--- config.mk ---
export PLATFORM = sky130hd
export DESIGN_NAME = cache_arbiter_flat
export DESIGN_NICKNAME = d
export VERILOG_FILES = /design/src/rtl/cache_arbiter_if.sv /design/src/rtl/cache_arbiter.sv /design/src/flat_wrapper.sv
export SDC_FILE = /design/constraint.sdc
export NUM_CORES = 1
export LEC_CHECK = 0
export CAP_MARGIN = 20
export CORE_AREA = 3 3 269 271
export DETAILED_ROUTE_END_ITERATION = 6
export DIE_AREA = 0 0 272 274
export MAX_ROUTING_LAYER = met4
export PLACE_DENSITY = 0.55
export SLEW_MARGIN = 0
export SYNTH_ARGS = -nofsm -noshare
export SYNTH_HDL_FRONTEND = slang
export SYNTH_SLANG_ARGS = --single-unit
--- constraint.sdc ---
create_clock -name clk -period 11.5 [get_ports clk]
set_input_delay 3.45 -clock clk [delete_from_list [all_inputs] [get_ports clk]]
set_output_delay 3.45 -clock clk [all_outputs]
set_load 0.05 [all_outputs]
--- src/rtl/cache_arbiter_if.sv ---
// Cache-side and pmem-side signals of the I/D cache to physical-memory arbiter.
// slave = arbiter view, master = caches + memory view.
interface cache_arbiter_if #(
  parameter int ADDR_W = 16,
  parameter int LINE_W = 128
);
  logic              icache_pmem_read;
  logic [ADDR_W-1:0] icache_pmem_address;
  logic [LINE_W-1:0] icache_pmem_rdata;
  logic              icache_pmem_resp;

  logic              dcache_pmem_read;
  logic              dcache_pmem_write;
  logic [ADDR_W-1:0] dcache_pmem_address;
  logic [LINE_W-1:0] dcache_pmem_wdata;
  logic [LINE_W-1:0] dcache_pmem_rdata;
  logic              dcache_pmem_resp;

  logic              pmem_read;
  logic              pmem_write;
  logic [ADDR_W-1:0] pmem_address;
  logic [LINE_W-1:0] pmem_wdata;
  logic [LINE_W-1:0] pmem_rdata;
  logic              pmem_resp;

  modport slave (
    input  icache_pmem_read, icache_pmem_address,
    input  dcache_pmem_read, dcache_pmem_write, dcache_pmem_address, dcache_pmem_wdata,
    input  pmem_rdata, pmem_resp,
    output icache_pmem_rdata, icache_pmem_resp,
    output dcache_pmem_rdata, dcache_pmem_resp,
    output pmem_read, pmem_write, pmem_address, pmem_wdata
  );

  modport master (
    output icache_pmem_read, icache_pmem_address,
    output dcache_pmem_read, dcache_pmem_write, dcache_pmem_address, dcache_pmem_wdata,
    output pmem_rdata, pmem_resp,
    input  icache_pmem_rdata, icache_pmem_resp,
    input  dcache_pmem_rdata, dcache_pmem_resp,
    input  pmem_read, pmem_write, pmem_address, pmem_wdata
  );
endinterface

--- src/rtl/cache_arbiter.sv ---
// Round-robin arbiter serialising icache fills and dcache fills/write-backs onto one pmem port.
// Requests are latched at grant; every output comes from registered state.
module cache_arbiter #(
  parameter int ADDR_W = 16,
  parameter int LINE_W = 128
) (
  input logic            clk,
  input logic            reset,
  cache_arbiter_if.slave bus
);
  typedef enum logic [1:0] {IDLE, BUSY, DONE} state_t;
  typedef enum logic {ICACHE = 1'b0, DCACHE = 1'b1} client_t;

  typedef struct packed {
    logic              write;
    logic [ADDR_W-1:0] addr;
    logic [LINE_W-1:0] wdata;
  } req_t;

  state_t            state, state_nxt;
  client_t           grant, grant_nxt;
  req_t              req_q, req_nxt;
  logic [LINE_W-1:0] rdata_q;
  logic              i_req, d_req;

  assign i_req = bus.icache_pmem_read;
  assign d_req = bus.dcache_pmem_read | bus.dcache_pmem_write;

  // grant doubles as the round-robin pointer: it names the most recent winner.
  always_comb begin
    state_nxt = state;
    grant_nxt = grant;
    req_nxt   = req_q;
    case (state)
      IDLE: begin
        if (i_req | d_req) begin
          if (i_req && d_req) grant_nxt = (grant == DCACHE) ? ICACHE : DCACHE;
          else                grant_nxt = d_req ? DCACHE : ICACHE;
          req_nxt.write = (grant_nxt == DCACHE) & bus.dcache_pmem_write;
          req_nxt.addr  = (grant_nxt == DCACHE) ? bus.dcache_pmem_address
                                                : bus.icache_pmem_address;
          if (req_nxt.write) req_nxt.wdata = bus.dcache_pmem_wdata;
          state_nxt = BUSY;
        end
      end
      BUSY:    if (bus.pmem_resp) state_nxt = DONE;
      DONE:    state_nxt = IDLE;
      default: state_nxt = IDLE;
    endcase
  end

  always_ff @(posedge clk or posedge reset) begin
    if (reset) begin
      state   <= IDLE;
      grant   <= DCACHE;
      req_q   <= '0;
      rdata_q <= '0;
    end else begin
      state <= state_nxt;
      grant <= grant_nxt;
      req_q <= req_nxt;
      if (state == BUSY && bus.pmem_resp) rdata_q <= bus.pmem_rdata;
    end
  end

  assign bus.pmem_read         = (state == BUSY) & ~req_q.write;
  assign bus.pmem_write        = (state == BUSY) &  req_q.write;
  assign bus.pmem_address      = req_q.addr;
  assign bus.pmem_wdata        = req_q.wdata;
  assign bus.icache_pmem_resp  = (state == DONE) & (grant == ICACHE);
  assign bus.dcache_pmem_resp  = (state == DONE) & (grant == DCACHE);
  assign bus.icache_pmem_rdata = rdata_q;
  assign bus.dcache_pmem_rdata = rdata_q;
endmodule

--- src/flat_wrapper.sv ---
// flat-port wrapper written by rule: the top's interface ports become plain ports
module cache_arbiter_flat 
#(
  parameter int ADDR_W = 16,
  parameter int LINE_W = 128
)
  (clk, reset, bus_icache_pmem_read, bus_icache_pmem_address, bus_dcache_pmem_read, bus_dcache_pmem_write, bus_dcache_pmem_address, bus_dcache_pmem_wdata, bus_pmem_rdata, bus_pmem_resp, bus_icache_pmem_rdata, bus_icache_pmem_resp, bus_dcache_pmem_rdata, bus_dcache_pmem_resp, bus_pmem_read, bus_pmem_write, bus_pmem_address, bus_pmem_wdata);
  cache_arbiter_if #(.ADDR_W(ADDR_W), .LINE_W(LINE_W)) bus_i ();
  input logic clk;
  input logic reset;
  input wire logic [$bits(bus_i.icache_pmem_read)-1:0] bus_icache_pmem_read;
  input wire logic [$bits(bus_i.icache_pmem_address)-1:0] bus_icache_pmem_address;
  input wire logic [$bits(bus_i.dcache_pmem_read)-1:0] bus_dcache_pmem_read;
  input wire logic [$bits(bus_i.dcache_pmem_write)-1:0] bus_dcache_pmem_write;
  input wire logic [$bits(bus_i.dcache_pmem_address)-1:0] bus_dcache_pmem_address;
  input wire logic [$bits(bus_i.dcache_pmem_wdata)-1:0] bus_dcache_pmem_wdata;
  input wire logic [$bits(bus_i.pmem_rdata)-1:0] bus_pmem_rdata;
  input wire logic [$bits(bus_i.pmem_resp)-1:0] bus_pmem_resp;
  output wire logic [$bits(bus_i.icache_pmem_rdata)-1:0] bus_icache_pmem_rdata;
  output wire logic [$bits(bus_i.icache_pmem_resp)-1:0] bus_icache_pmem_resp;
  output wire logic [$bits(bus_i.dcache_pmem_rdata)-1:0] bus_dcache_pmem_rdata;
  output wire logic [$bits(bus_i.dcache_pmem_resp)-1:0] bus_dcache_pmem_resp;
  output wire logic [$bits(bus_i.pmem_read)-1:0] bus_pmem_read;
  output wire logic [$bits(bus_i.pmem_write)-1:0] bus_pmem_write;
  output wire logic [$bits(bus_i.pmem_address)-1:0] bus_pmem_address;
  output wire logic [$bits(bus_i.pmem_wdata)-1:0] bus_pmem_wdata;
  assign bus_i.icache_pmem_read = bus_icache_pmem_read;
  assign bus_i.icache_pmem_address = bus_icache_pmem_address;
  assign bus_i.dcache_pmem_read = bus_dcache_pmem_read;
  assign bus_i.dcache_pmem_write = bus_dcache_pmem_write;
  assign bus_i.dcache_pmem_address = bus_dcache_pmem_address;
  assign bus_i.dcache_pmem_wdata = bus_dcache_pmem_wdata;
  assign bus_i.pmem_rdata = bus_pmem_rdata;
  assign bus_i.pmem_resp = bus_pmem_resp;
  assign bus_icache_pmem_rdata = bus_i.icache_pmem_rdata;
  assign bus_icache_pmem_resp = bus_i.icache_pmem_resp;
  assign bus_dcache_pmem_rdata = bus_i.dcache_pmem_rdata;
  assign bus_dcache_pmem_resp = bus_i.dcache_pmem_resp;
  assign bus_pmem_read = bus_i.pmem_read;
  assign bus_pmem_write = bus_i.pmem_write;
  assign bus_pmem_address = bus_i.pmem_address;
  assign bus_pmem_wdata = bus_i.pmem_wdata;
  cache_arbiter #(.ADDR_W(ADDR_W), .LINE_W(LINE_W)) u_core (.clk(clk), .reset(reset), .bus(bus_i));
endmodule
Yosys cells after proc, flatten, opt, wreduce, memory -nomap -nowiden --
Cells that the tools add are included.
Cells by class: reduce and logical (&&, ||, !) cells 6, bitwise gates (word level) 9, eq/ne operators 4, mux-type cells 9
Operator list (number):
- 2-to-1 mux 16 bit | 1
- bitwise AND 1 bit | 5
- 2-to-1 mux 1 bit | 5
- 2-to-1 mux 2 bit | 2
- one-hot mux 2 bit (2 select lines) | 1
- AND reduction 2 bit | 2
- AND reduction 3 bit | 1
- == test 2 x 1 -> 1 bit (second input constant) | 1
- == test 2 bit (second input constant) | 1
- logical AND 1 bit | 2
- zero test 2 bit | 1
- inequality test 2 x 1 -> 1 bit (second input constant) | 1
- inequality test 2 bit (second input constant) | 1
- inverter 1 bit | 2
- OR 1 bit | 2
Storage, ports and cells: register bits after elaboration 276, input port bits 294, logic and storage cells 34

Longest topological paths before layout --
Gate-level depths: netlist of run 1.
word-level depth 7, gate-level depth with buffers 5

Worst setup path before layout of run 1 --
Ideal clock, no wire load.
path type register -> output, start point register u_core.grant, end point output bus_dcache_pmem_resp, stages on the path, launching flop included 3, required time 8.050 ns, setup slack 6.290 ns, data arrival time 1.760 ns, cells stage by stage dfstp_2 inv_1 nor3b_1
On the way: longest elaborated chain between the ends 1
Ends and longest elaborated chain:
- start: declaration | RTL line cache_arbiter.sv:21 | client_t grant, grant_nxt;
- start signal: assignment | RTL line cache_arbiter.sv:60 | grant <= grant_nxt;
- bitwise AND 1 bit | RTL line cache_arbiter.sv:71 | assign bus.dcache_pmem_resp = (state == DONE) & (grant == DCACHE);
- end: declaration | RTL line flat_wrapper.sv:22 | output wire logic [$bits(bus_i.dcache_pmem_resp)-1:0] bus_dcache_pmem_resp;
No other way between the ends.

Final worst setup path of run 1 --
start point input bus_icache_pmem_read, end point register u_core.req_q (netlist bit u_core.bus.pmem_wdata[21])
On the way: longest elaborated chain between the ends 6, elaborated cells on any way between the ends 7, classes of those cells 3 x mux; 2 x bitwise; 2 x reduce/logical
Ends and longest elaborated chain:
- start: declaration | RTL line flat_wrapper.sv:11 | input wire logic [$bits(bus_i.icache_pmem_read)-1:0] bus_icache_pmem_read;
- logical AND 1 bit | RTL line cache_arbiter.sv:37 | if (i_req && d_req) grant_nxt = (grant == DCACHE) ? ICACHE : DCACHE;
- 2-to-1 mux 1 bit | RTL line cache_arbiter.sv:37
- 2-to-1 mux 1 bit | RTL line cache_arbiter.sv:36 | if (i_req | d_req) begin
- 2-to-1 mux 1 bit | RTL line cache_arbiter.sv:34 | case (state)
- bitwise AND 1 bit | RTL line cache_arbiter.sv:39 | req_nxt.write = (grant_nxt == DCACHE) & bus.dcache_pmem_write;
- AND reduction 3 bit (no source line) (*)
- end signal: assignment | RTL line cache_arbiter.sv:61 | req_q <= req_nxt;
- end: declaration | RTL line cache_arbiter.sv:22 | req_t req_q, req_nxt;
Every way passes the cells marked *; elsewhere a longest branch is shown, timed or not. The select of a mux whose other input is x is not followed. A chain may end at the register's enable or synchronous reset.

==> parameters.txt, run 1 <==
Parameter                              Value

Timing
  Least-Margin Pin Slew ... 1080 ps
  Share of the clock period used by the worst path after layout ... 50.0%
  Layout Skew ... 14.8 ps
  Maximum frequency from static timing analysis ... 0.174 GHz
  Number of setup violations in the final report ... 0
  Min Tclk post-route ... 5750 ps
  Hold violation count in the final report ... 0
  Max-slew headroom ... 28.2%
  Post-route setup TNS ... 0 ps
  Final count of pins violating max slew ... 0
  Setup repair after global routing missed its margin ... no

GRT
  Wire length of the first global-routing pass ... 55400 um
  Met1 layer usage reported by global route ... 10.2%
  GRT Resource Usage Total ... 9.91%
  Antenna violations before repair ... 3
  Leftover overflow at the end of global routing ... 0
  Largest net degree at the start of global routing ... 140
  Vias in the first global route ... 8807
  GR Util met2 ... 18.1%
  Busiest grt layer ... met2
  Global Route met3 Usage ... 2.74%

Outcome
  Status ... finished, final reports clean

Worst setup path
  Reg2Reg Setup Slack ... 8670 ps
  Category of the worst setup path launch point ... input pin
  CP arrival ... 6160 ps
  Critical path startpoint ... bus_icache_pmem_read
  Critical path required time ... 11910 ps
  Reg-to-reg endpoint ... u_core.bus.pmem_wdata[21]$_DFFE_PP0P_
  Depth of the most critical reg-to-reg path ... 4
  Critical path start-end classification ... in -> reg
  Maximum fanout encountered on the critical timing path ... 72
  Kind of end point of the critical path ... register
  Source of the worst register-to-register timing path ... u_core.grant$_DFFE_PP1P_

Logic synthesis
  Seq cells post-synth ... 276
  Post-Synthesis Cell Area ... 13100 sq um
  Net count after synthesis ... 1178
  Number of distinct library cells after synthesis ... 23
  Top cell type's share of synthesized area ... 52.4%
  Number of enable-type register cells in the synthesized netlist ... 0
  Sequential-to-total area share from yosys stat ... 52.6%
  Predominant post-synthesis flop cell ... sky130_fd_sc_hd__dfrtp_1
  Synth top area cells ... sky130_fd_sc_hd__dfrtp_1, sky130_fd_sc_hd__buf_4, sky130_fd_sc_hd__mux2_2
  Leading post-synthesis cells by instance count ... sky130_fd_sc_hd__dfrtp_1, sky130_fd_sc_hd__buf_4, sky130_fd_sc_hd__mux2_2, sky130_fd_sc_hd__mux2_4, sky130_fd_sc_hd__mux2_1
  Cell accounting for the most synthesized area ... sky130_fd_sc_hd__dfrtp_1
  Share of synthesized flip-flops with an asynchronous set or reset ... 100%
  Number of cells produced by synthesis ... 884
  Cell with the most instances after synthesis ... sky130_fd_sc_hd__dfrtp_1
  Synthesis warning total ... 0
  Synth Area per Inst ... 14.9 sq um

Detailed routing
  Number of detailed-routing iterations run before antenna repair ... 4
  Vias per std cell ... 3.49
  Remaining number of nets flagged by the antenna check after routing ... 0
  Number of design-rule violations left by the first detailed-router iteration ... 205
  Drt drc ... 0
  WL/cell ... 16.7 um
  Final routed wirelength across all metal layers ... 38300 um
  Vias after detailed routing ... 8001

Cells and area
  Share of post-route cells with drive strength above 1 ... 24.1%
  Signed area change from the synthesized netlist to the final layout ... 52.7%
  Nets ... 1614

Floorplanning
  Standard-cell row count ... 97
  I/O pin total ... 698
  Die boundary width ... 272 um
  Core region area ... 70000 sq um
  Height of the die ... 274 um
  Starting utilization of the core area ... 18.8%
  Total die area ... 74500 sq um

Hold path
  Hold Path Class ... reg -> reg
  Worst min-delay path startpoint ... u_core.bus.pmem_address[9]$_DFFE_PP0P_
  Worst min-delay path endpoint ... u_core.bus.pmem_address[9]$_DFFE_PP0P_
  Hold Path Stages ... 1

Clock tree
  Clock tree from TritonCTS ... yes
  TritonCTS Sinks ... 276
  Post-CTS Hold Fix Bufs ... 0
  Clk Latency, worst-skew pair ... 530 ps
  CTS clock-pin slew for the worst setup and hold paths ... 60 ps
  CTS max path bufs ... 3
  Post-CTS setup-driven buffer insertion count ... 0
  Quantity of gates resized following cts ... 0
  Root buffer cell ... sky130_fd_sc_hd__clkbuf_16
  Clock buffers created by TritonCTS ... 35
  Number of levels in the clock H-tree ... 2

Flow run
  Number of max-cap violations ... 0

Placement
  HPWL after DPL ... 29200 um
  # port buffers ... 697
  Final weighted congestion in routability-driven placement ... 0.845
-- flip-flops by register name (all words and copies together), names as in the netlist --
register                      flops
u_core.state                      2
u_core.bus.dcache_pmem_rdata    128
u_core.req_q                      1
u_core.grant                      1
u_core.bus.pmem_wdata           128
u_core.bus.pmem_address          16
-- through the flow --
stage	hold WS (ps)	std cells	area [sq um]	util [%]	setup slack, ps
finish	502	2290	20100	28.6	5750
global route	510	2290	20100	28.6	5620
CTS	507	2287	20100	28.6	5730
detailed placement	494	2223	18900	27.0	5190
global placement	490	2223	18900	27.0	5250
floorplan	481	884	13100	-	443
-- routing by layer --
| metal | vias to the layer above | wire length (um) |
|---|---|---|
| met5 | - | 0 |
| met2 | 404 | 20500 |
| li1 | 3593 | - |
| met1 | 3949 | 13900 |
| met4 | 0 | 1040 |
| met3 | 55 | 2940 |
-- area by class of cell --
cell class,count,area (sq um)
sequential,276,6910
antenna,3,7.51
clock buffer,52,1030
tap,940,1180
clock inverter,12,98.8
multi-input combinational,302,3790
fill,7098,50000
inverter,4,22.5
timing repair buffer,701,7030
-- worst max path at each step --
stage / to / slack [ps] / cells after the start
floorplan: u_core.bus.dcache_pmem_rdata[0]$_DFFE_PP0P_ / 440 / 1
global placement: u_core.bus.pmem_wdata[10]$_DFFE_PP0P_ / 5250 / 5
detailed placement: u_core.bus.pmem_wdata[29]$_DFFE_PP0P_ / 5190 / 5
CTS: bus_dcache_pmem_resp / 5730 / 3
global route: u_core.bus.pmem_wdata[11]$_DFFE_PP0P_ / 5620 / 5
finish: u_core.bus.pmem_wdata[21]$_DFFE_PP0P_ / 5750 / 5
-- cell usage in the layout, fill, tap and decap left out, types with 3 or more instances in the layout --
cell                              Yosys  layout
sky130_fd_sc_hd__clkbuf_8             0       9
sky130_fd_sc_hd__clkinv_2             0       7
sky130_fd_sc_hd__clkdlybuf4s50_1      0     697
sky130_fd_sc_hd__dfrtp_1            275     275
sky130_fd_sc_hd__mux2_2             148     148
sky130_fd_sc_hd__clkbuf_16            0      35
sky130_fd_sc_hd__diode_2              0       3
sky130_fd_sc_hd__inv_6                0       3
sky130_fd_sc_hd__mux2_4             109     109
sky130_fd_sc_hd__mux2_1              31      31
sky130_fd_sc_hd__inv_1                4       3
sky130_fd_sc_hd__clkbuf_1             0       8
-- cell families (layout without fill, tap and decap cells) --
group	Yosys count	in the layout	synth area share (%)
compound gates	4	4	0.305
buf+inv	306	769	18.8
flops	276	276	52.6
simple gates	9	9	0.495
other cells	0	3	0
mux	289	289	27.9
-- critical path, stage by stage --
cell                              delay, ps
sky130_fd_sc_hd__clkdlybuf4s50_1        550
sky130_fd_sc_hd__a211oi_2               150
sky130_fd_sc_hd__nand2_8                550
sky130_fd_sc_hd__buf_4                  950
sky130_fd_sc_hd__mux2_4                 360
Power of run 1 is not shown: default switching activity piles up to over one toggle a cycle in this logic, so the estimate is an artifact.
==> run 2: changes to the inputs <==
Settings changed: CORE_AREA 3 3 269 271 to 3 3 271 273, DIE_AREA 0 0 272 274 to 0 0 274 276, PLACE_DENSITY 0.55 to 0.53.
Clock period 11.5 ns to 5.6 ns, I/O delays scaled along.
==> parameters.txt, run 2 (synthesized netlist as in run 1, its figures left out) <==
Parameter                              Value

Outcome
  Status ... finished, final reports clean

Cells and area
  Most common cell after layout, fill and taps aside ... sky130_fd_sc_hd__clkdlybuf4s50_1
  Final core utilization ... 28.5%
  Layout fillers ... 7217
  Nets ... 1631
  Share of post-route cells with drive strength above 1 ... 25.2%
  Signed area change from the synthesized netlist to the final layout ... 54.6%
  Antenna diodes ... 0
  Most frequent cells in the layout ... sky130_fd_sc_hd__clkdlybuf4s50_1, sky130_fd_sc_hd__dfrtp_1, sky130_fd_sc_hd__mux2_2, sky130_fd_sc_hd__mux2_4, sky130_fd_sc_hd__clkbuf_16

Worst setup path
  Cell family contributing the most delay on the critical path ... buffers and inverters
  Kind of end point of the critical path ... output pin
  Cell breakdown of the critical path ... inv_1 > nor3b_1 > clkdlybuf4s50_1
  Number of buffers and inverters on the critical path ... 2
  CP peak stage delay ... 920 ps
  Critical path required time ... 3920 ps
  Maximum fanout encountered on the critical timing path ... 4
  Category of the worst setup path launch point ... register
  Slowest stage cell on the critical path ... sky130_fd_sc_hd__clkdlybuf4s50_1
  CP arrival ... 2430 ps
  Critical path start-end classification ... reg -> out

Timing
  Share of the clock period used by the worst path after layout ... 73.3%
  Min Tclk post-route ... 4110 ps
  Number of setup violations in the final report ... 0
  Least-Margin Pin Slew ... 1270 ps
  Max-slew headroom ... 15.6%
  Layout Skew ... 10.6 ps
  Final count of pins violating max slew ... 0
  Setup repair after global routing missed its margin ... no
  Post-route setup TNS ... 0 ps
  Hold violation count in the final report ... 0
  Maximum frequency from static timing analysis ... 0.244 GHz

Detailed routing
  Remaining number of nets flagged by the antenna check after routing ... 0
  WL/cell ... 17.4 um
  Vias per std cell ... 3.48
  Vias after detailed routing ... 8036
  Number of detailed-routing iterations run before antenna repair ... 4
  Drt drc ... 0
  Final routed wirelength across all metal layers ... 40200 um
  Number of design-rule violations left by the first detailed-router iteration ... 208

Clock tree
  TritonCTS Sinks ... 276
  CTS clock-pin slew for the worst setup and hold paths ... 60 ps
  Clk Latency, worst-skew pair ... 530 ps
  Root buffer cell ... sky130_fd_sc_hd__clkbuf_16
  Clock buffers created by TritonCTS ... 36
  Number of levels in the clock H-tree ... 2
  Post-CTS Hold Fix Bufs ... 0
  CTS max path bufs ... 3
  Clock tree from TritonCTS ... yes
  Post-CTS setup-driven buffer insertion count ... 0
  Quantity of gates resized following cts ... 0

Floorplanning
  Standard-cell row count ... 98
  Total die area ... 75600 sq um
  Core region area ... 71400 sq um
  Starting utilization of the core area ... 18.4%
  Height of the die ... 276 um
  I/O pin total ... 698
  Die boundary width ... 274 um

GRT
  Antenna violations before repair ... 0
  Largest net degree at the start of global routing ... 113
  Vias in the first global route ... 8654
  Leftover overflow at the end of global routing ... 0
  Wire length of the first global-routing pass ... 58400 um
  GRT Resource Usage Total ... 10.5%

Placement
  # port buffers ... 697
  Final weighted congestion in routability-driven placement ... 0.790
  HPWL after DPL ... 31200 um

Flow run
  Number of max-cap violations ... 0

Hold path
  Hold Path Class ... reg -> reg
[run 2: per-layer routing]
layer | GRT usage, % | vias to the layer above | part of all wire (%)
met4 | 3.14 | 0 | 2.4
met3 | 2.37 | 57 | 6.6
met1 | 10.9 | 3988 | 37
li1 | - | 3622 | -
met5 | - | - | 0
met2 | 19.4 | 369 | 54
[run 2: per-stage QoR]
stage / cells / area [sq um] / worst slack, ps / hold WS (ps)
2_1_floorplan: 884 / 13100 / 269 / 481
3_3_place_gp: 2249 / 19100 / 1650 / 488
6_report: 2312 / 20300 / 1490 / 505
3_5_place_dp: 2249 / 19100 / 1600 / 492
5_1_grt: 2312 / 20300 / 1390 / 520
4_1_cts: 2312 / 20300 / 1430 / 507
[run 2: area by class of cell]
| class | instances | area, sq um | area share, % |
|---|---|---|---|
| tap | 950 | 1190 | 5.85 |
| sequential | 276 | 6910 | 34.0 |
| inverter | 4 | 18.8 | 0.0924 |
| timing repair buffer | 717 | 7200 | 35.5 |
| clock inverter | 10 | 113 | 0.554 |
| clock buffer | 53 | 1100 | 5.40 |
| multi-input combinational | 302 | 3790 | 18.6 |
[run 2: worst paths after layout]
check                                                                    end                                    start  cells after the start  slack, ps
worst max register to register         u_core.bus.pmem_wdata[10]$_DFFE_PP0P_              u_core.state[0]$_DFFE_PP0P_                      4       3160
worst min-delay path                 u_core.bus.pmem_address[11]$_DFFE_PP0P_  u_core.bus.pmem_address[11]$_DFFE_PP0P_                      1        500
min in group asynchronous       u_core.bus.dcache_pmem_rdata[89]$_DFFE_PP0P_                                    reset                      2       1590
max in group asynchronous             u_core.bus.pmem_wdata[111]$_DFFE_PP0P_                                    reset                      4       3000
worst min register to register       u_core.bus.pmem_address[11]$_DFFE_PP0P_  u_core.bus.pmem_address[11]$_DFFE_PP0P_                      1        500
worst max-delay path                                    bus_dcache_pmem_resp                 u_core.grant$_DFFE_PP1P_                      3       1490
Power of run 2 is left out for the same reason.
